===== config.mk =====
export PLATFORM = sky130hd
export DESIGN_NAME = stream_mux_nto1
export DESIGN_NICKNAME = d
export VERILOG_FILES = /design/src/rtl/stream_mux_nto1.sv
export SDC_FILE = /design/constraint.sdc
export NUM_CORES = 1
export LEC_CHECK = 0
export ABC_CLOCK_PERIOD_IN_PS = 6000
export CAP_MARGIN = 25
export CORE_ASPECT_RATIO = 1.1
export CORE_MARGIN = 1.5
export CORE_UTILIZATION = 30
export DETAILED_ROUTE_END_ITERATION = 10
export GPL_ROUTABILITY_DRIVEN = 0
export PLACE_DENSITY = 0.68
export SLEW_MARGIN = 20
export SYNTH_ARGS = -nofsm -noshare
export SYNTH_HDL_FRONTEND = slang
export SYNTH_SLANG_ARGS = --single-unit
export TNS_END_PERCENT = 30

===== constraint.sdc =====
create_clock -name clk -period 6 [get_ports clk]
set_clock_uncertainty 0.15 [all_clocks]
set_input_delay 1.5 -clock clk [delete_from_list [all_inputs] [get_ports clk]]
set_output_delay 1.5 -clock clk [all_outputs]
set_load 0.01 [all_outputs]

===== src/rtl/stream_mux_nto1.sv =====
// N-to-1 valid/ready stream mux with a registered output stage.
// The grant is either a fixed channel (sel) or round-robin starting from rr_ptr.

module stream_mux_lane #(
  parameter int SEL_W = 2,
  parameter int IDX   = 0
) (
  input  logic             mode,
  input  logic [SEL_W-1:0] sel,
  input  logic [SEL_W-1:0] rr_ptr,
  input  logic             valid,
  output logic             req,
  output logic             req_hi
);
  localparam logic [SEL_W-1:0] ID = SEL_W'(IDX);

  // req_hi marks lanes at or after rr_ptr, which take priority over the wrapped-around lanes
  assign req    = valid & (mode | (sel == ID));
  assign req_hi = req & (ID >= rr_ptr);
endmodule

module stream_mux_nto1 #(
  parameter int DATA_BITS = 16,
  parameter int NUM_CH    = 4,
  parameter int SEL_W     = $clog2(NUM_CH),
  parameter int CNT_W     = 16
) (
  input  logic                        clk,
  input  logic                        rst_n,
  input  logic                        mode,
  input  logic [SEL_W-1:0]            sel,
  input  logic [NUM_CH-1:0]           in_valid,
  input  logic [NUM_CH*DATA_BITS-1:0] in_data,
  output logic [NUM_CH-1:0]           in_ready,
  output logic                        out_valid,
  output logic [DATA_BITS-1:0]        out_data,
  output logic [SEL_W-1:0]            out_ch,
  input  logic                        out_ready,
  output logic [CNT_W-1:0]            xfer_cnt
);
  typedef struct packed {
    logic [SEL_W-1:0]     ch;
    logic [DATA_BITS-1:0] data;
  } out_t;

  out_t                 out_d, out_q;
  logic                 out_valid_d, out_valid_q;
  logic [CNT_W-1:0]     cnt_d, cnt_q;
  logic [SEL_W-1:0]     rr_d, rr_q;

  logic [NUM_CH-1:0]    req, req_hi;
  logic                 gnt_vld, load, accept;
  logic [SEL_W-1:0]     gnt_idx;
  logic [DATA_BITS-1:0] gnt_data;

  genvar gi;
  generate
    for (gi = 0; gi < NUM_CH; gi++) begin : g_lane
      stream_mux_lane #(.SEL_W(SEL_W), .IDX(gi)) u_lane (
        .mode   (mode),
        .sel    (sel),
        .rr_ptr (rr_q),
        .valid  (in_valid[gi]),
        .req    (req[gi]),
        .req_hi (req_hi[gi])
      );
    end
  endgenerate

  // Lowest requester at/after rr_ptr wins; otherwise wrap to the lowest requester overall.
  always_comb begin
    gnt_vld = |req;
    gnt_idx = '0;
    for (int i = NUM_CH-1; i >= 0; i--)
      if (req[i]) gnt_idx = SEL_W'(i);
    for (int i = NUM_CH-1; i >= 0; i--)
      if (req_hi[i]) gnt_idx = SEL_W'(i);
  end

  always_comb begin
    gnt_data = '0;
    for (int i = 0; i < NUM_CH; i++)
      if (gnt_idx == SEL_W'(i)) gnt_data = in_data[i*DATA_BITS +: DATA_BITS];
  end

  assign load   = ~out_valid_q | out_ready;
  assign accept = gnt_vld & load;

  // in_ready is forced low while reset is held, since the empty register would otherwise look loadable
  always_comb begin
    in_ready = '0;
    for (int i = 0; i < NUM_CH; i++)
      in_ready[i] = gnt_vld & (gnt_idx == SEL_W'(i)) & load & rst_n;
  end

  always_comb begin
    out_d       = out_q;
    out_valid_d = out_valid_q;
    cnt_d       = cnt_q;
    rr_d        = rr_q;
    if (accept) begin
      out_d.data  = gnt_data;
      out_d.ch    = gnt_idx;
      out_valid_d = 1'b1;
      cnt_d       = cnt_q + CNT_W'(1);
      if (mode)
        rr_d = (gnt_idx == SEL_W'(NUM_CH-1)) ? '0 : gnt_idx + SEL_W'(1);
    end else if (out_ready) begin
      out_valid_d = 1'b0;
    end
  end

  always_ff @(posedge clk or negedge rst_n) begin
    if (!rst_n) begin
      out_q       <= '0;
      out_valid_q <= 1'b0;
      cnt_q       <= '0;
      rr_q        <= '0;
    end else begin
      out_q       <= out_d;
      out_valid_q <= out_valid_d;
      cnt_q       <= cnt_d;
      rr_q        <= rr_d;
    end
  end

  assign out_valid = out_valid_q;
  assign out_data  = out_q.data;
  assign out_ch    = out_q.ch;
  assign xfer_cnt  = cnt_q;
endmodule


==> out/results.md, run 1 <==
| Item | Value |
|:---|:---|
| Total DRC errors in the routed layout | 0 |
| XOR/XNOR share of the synthesized area | 5.76% |
| Net count, final | 439 |
| Final-layout fill cell count | 715 |
| Horizontal die dimension | 86.1 µm |
| Layout cell share with drive strength beyond 1 | 7.48% |
| Setup tns final | 0 ns |
| Family of cells with the greatest summed delay on the critical path | buffers and inverters |
| WL final | 6440 µm |
| Cells along the critical path | clkdlybuf4s50_1 -> nor2b_1 -> o21ai_0 -> nor2_1 -> o21ai_0 -> inv_1 -> ha_1 -> and3_1 -> clkdlybuf4s50_1 |
| Startpoint type of the worst setup path | input port |
| Relative slew margins | 57.9% |
| Count of endpoints failing setup in the final report | 0 |
| Mapped Area | 2280 µm² |
| Setup repair after global routing missed its margin | no |
| Initial drt markers | 46 |
| Count of instances resized after the clock tree is built | 0 |
| Endpoint kind of the worst setup timing path | output pin |
| Largest stage delay on the critical path | 0.56 ns |
| Clock sink total | 37 |
| CTS Root Buffer Type | sky130_fd_sc_hd__clkbuf_8 |
| Main combinational cell family by area after synthesis | simple AND/OR/NAND/NOR gates |
| Post-Syn Nets | 333 |
| Number of buffer cells added on primary ports | 112 |
| Setup Crit Path Kind | input port to output pin |
| I/O pin count | 113 |
| Growth of design area from synthesis to finish | 57.0% |
| FF/Latch Area | 926 µm² |
| Reported leakage power | 0.00140 µW |
| Post-detailed-route count of antenna-violating nets | 0 |
| Sequential cell area fraction in the yosys report | 40.6% |
| Required time reported for the critical path endpoint | 4.35 ns |
| Dominant register cell in the synthesized netlist | sky130_fd_sc_hd__dfrtp_1 |
| Crit share post-route | 95.3% |
| Data arrival at the endpoint of the critical path | 4.07 ns |
| Post-synthesis share of cell area spent on full adders, half adders and majority gates | 2.74% |
| Compound-Gate Fraction of Synth Area | 19.5% |
| Clock latency on the worst-skew pair | 0.29 ns |
| Synth Area in Simple Gates | 23.8% |
| Synth Register Bits | 37 |
| Pwr/cell area | 348 nW/µm² |
| Standard-cell rows | 33 |
| Critical path buffers and inverters | 3 |
| Fmax | 0.175 GHz |
| Vias in the first global route | 2126 |
| Cell at the slowest stage of the critical path | sky130_fd_sc_hd__clkdlybuf4s50_1 |
| Count of vias placed by the detailed router | 2247 |
| Type of the most critical hold path | flop to flop |
| Post-synthesis mux area share | 1.59% |
| Multi-input gate area | 1220 µm² |
| Core box area | 7430 µm² |
| Number of antenna violations at the first check in global routing | 0 |
| HPWL Detailed | 5000 µm |
| Clock H-tree levels | 2 |
| TritonCTS clock tree | yes |
| Portion of synthesized cell area occupied by the leading cell type | 40.6% |
| Quantity of hold-fixing buffers added after cts | 0 |
| Wire length of the first global-routing pass | 10400 µm |
| Y dimension of the die | 94.5 µm |
| Cell Area, Placed | 3450 µm² |
| Cell types with the largest area share after synthesis | sky130_fd_sc_hd__dfrtp_1, sky130_fd_sc_hd__a221oi_1, sky130_fd_sc_hd__nor2b_1 |
| Synthesis warning total | 0 |
| Antenna diode count | 0 |
| Synth Instances | 254 |
| Synth area leader | sky130_fd_sc_hd__dfrtp_1 |
| Maximum buffer depth of the clock tree | 2 |
| Pin count of the biggest net entering global routing | 35 |
| Transition at the pin with the smallest max-transition slack | 0.624 ns |
| Total gr overflow | 0 |
| Fin crit period | 5.72 ns |
| Starting utilization of the core area | 30.7% |
| Outcome | completed |
| Maximum VDD drop | 0.121 mV |
| Final hold vios | 0 |
| Synthesized area divided by synthesized cell count | 8.98 µm² |
| Number of CTS-inserted buffers | 5 |
| MaxCap Viol Count | 0 |
| Clock transition at the registers of the reported paths | 0.07 ns |
| DR pass1 iterations | 5 |
| Maximum fanout along the worst path | 8 |
| Full die area | 8140 µm² |
| Post-Layout Inst Area | 3580 µm² |
| Count of final max-slew check failures | 0 |
| Async set-or-reset flop fraction in the synthesized netlist | 100% |
| Routed length per placed instance | 14.4 µm |
| Postcts setup bufs | 0 |
| Global-route usage over all layers | 16.0% |
| Avg Vias per Cell | 5.02 |
| Unique cell type count in the Yosys netlist | 39 |
| Number of enable-type register cells in the synthesized netlist | 0 |
## path summary, 6_finish.rpt
check,start,to,slack [ns],cells after the start
setup / recovery,sel[0],in_ready[3],0.28,9
hold / removal,xfer_cnt[15],xfer_cnt[15],0.32,1
setup reg to reg,rr_q[1],out_data[15],3.12,12
hold reg to reg,xfer_cnt[15],xfer_cnt[15],0.32,1
max in group asynchronous,rst_n,out_data[15],4.12,2
min in group asynchronous,rst_n,out_data[2],0.92,1
## cells in the mapped netlist, types with 3 or more instances
cell,n
sky130_fd_sc_hd__nand3_1,7
sky130_fd_sc_hd__o21ai_1,6
sky130_fd_sc_hd__nor2b_1,18
sky130_fd_sc_hd__clkbuf_1,11
sky130_fd_sc_hd__nor3_1,15
sky130_fd_sc_hd__o21ai_0,17
sky130_fd_sc_hd__xnor2_1,9
sky130_fd_sc_hd__a221oi_1,16
sky130_fd_sc_hd__dfrtp_1,37
sky130_fd_sc_hd__nand4_1,6
sky130_fd_sc_hd__buf_2,4
sky130_fd_sc_hd__nand2_1,28
sky130_fd_sc_hd__a21oi_1,18
sky130_fd_sc_hd__nor4_2,4
sky130_fd_sc_hd__nor2_1,6
sky130_fd_sc_hd__inv_1,7
sky130_fd_sc_hd__nor3_2,3
sky130_fd_sc_hd__xor2_1,6
sky130_fd_sc_hd__and3_1,6
sky130_fd_sc_hd__buf_6,4
sky130_fd_sc_hd__ha_1,5
## layout by cell type (no fill, tap or decap), types with 3 or more instances in the layout
cell / Yosys / layout
sky130_fd_sc_hd__clkdlybuf4s50_1: 0 / 111
sky130_fd_sc_hd__dfrtp_1: 37 / 37
sky130_fd_sc_hd__nand2_1: 28 / 28
sky130_fd_sc_hd__a21oi_1: 18 / 18
sky130_fd_sc_hd__nor2b_1: 18 / 18
sky130_fd_sc_hd__o21ai_0: 17 / 17
sky130_fd_sc_hd__a221oi_1: 16 / 16
sky130_fd_sc_hd__nor3_1: 15 / 15
sky130_fd_sc_hd__xnor2_1: 9 / 9
sky130_fd_sc_hd__inv_1: 7 / 7
sky130_fd_sc_hd__nand3_1: 7 / 7
sky130_fd_sc_hd__buf_4: 0 / 7
sky130_fd_sc_hd__nor2_1: 6 / 6
sky130_fd_sc_hd__and3_1: 6 / 6
sky130_fd_sc_hd__o21ai_1: 6 / 6
sky130_fd_sc_hd__nand4_1: 6 / 6
sky130_fd_sc_hd__xor2_1: 6 / 6
sky130_fd_sc_hd__ha_1: 5 / 5
sky130_fd_sc_hd__clkbuf_8: 0 / 5
sky130_fd_sc_hd__nor4_2: 4 / 4
sky130_fd_sc_hd__nor3_2: 3 / 3
## report_power, final
| part | total (µW) | internal [µW] | switching, µW |
|---|---|---|---|
| sequential | 408 | 333 | 75.5 |
| combinational | 580 | 310 | 270 |
| clock | 256 | 165 | 90.7 |
## per-layer routing
| metal | vias to the layer above | track usage, % | wire length [µm] |
|---|---|---|---|
| li1 | 1123 | - | - |
| met1 | 1036 | 20.8 | 2820 |
| met2 | 79 | 27.0 | 3170 |
| met3 | 9 | 2.88 | 324 |
| met4 | 0 | 4.97 | 123 |
| met5 | - | 0 | 0 |
## stage by stage
stage | cells | setup slack, ns | total power (µW) | hold WS (ns) | utilization [%]
finish | 448 | 0.285 | 1240 | 0.322 | 48.2
global route | 448 | 0.0753 | 1330 | 0.348 | 48.2
CTS | 448 | 0.307 | 1260 | 0.322 | 48.2
detailed placement | 440 | 0.314 | 1000 | 0.312 | 46.4
global placement | 440 | 0.362 | 990 | 0.308 | 46.4
floorplan | 254 | 0.990 | 705 | 0.354 | -
## area by class of cell
class / instances / area share [%]
Tap cell: 87 / 3.04
Sequential cell: 37 / 25.9
Clock buffer: 5 / 1.92
Inverter: 7 / 0.734
Timing Repair Buffer: 119 / 32.6
Multi-Input combinational cell: 190 / 34.0
Clock inverter: 3 / 1.82
## state kept, by name, indices dropped and copies added (netlist names)
| signal | count |
|---|---|
| xfer_cnt | 16 |
| out_ch | 2 |
| rr_q | 2 |
| out_data | 16 |
| out_valid | 1 |
## logic make-up (layout without fill, tap and decap cells)
family / Yosys count / in the layout
multiplexers: 3 / 3
buffers and inverters: 27 / 134
XOR/XNOR: 15 / 15
adder cells (fa/ha/maj): 5 / 5
AND/OR/NAND/NOR: 98 / 98
AO/OA/AOI/OAI: 69 / 69
flip-flops: 37 / 37
Power figures use the tool's default switching activity.
==> run 2: changes to the inputs <==
--- a/config.mk
+++ b/config.mk
@@ -10,6 +10,7 @@
 export CORE_ASPECT_RATIO = 1.1
 export CORE_MARGIN = 1.5
 export CORE_UTILIZATION = 30
+export CTS_BUF_LIST = sky130_fd_sc_hd__clkbuf_4 sky130_fd_sc_hd__clkbuf_8
 export DETAILED_ROUTE_END_ITERATION = 10
 export GPL_ROUTABILITY_DRIVEN = 0
 export PLACE_DENSITY = 0.68
==> results of run 2 <==
Final layout, timing and power as in run 1 (identical DEF).
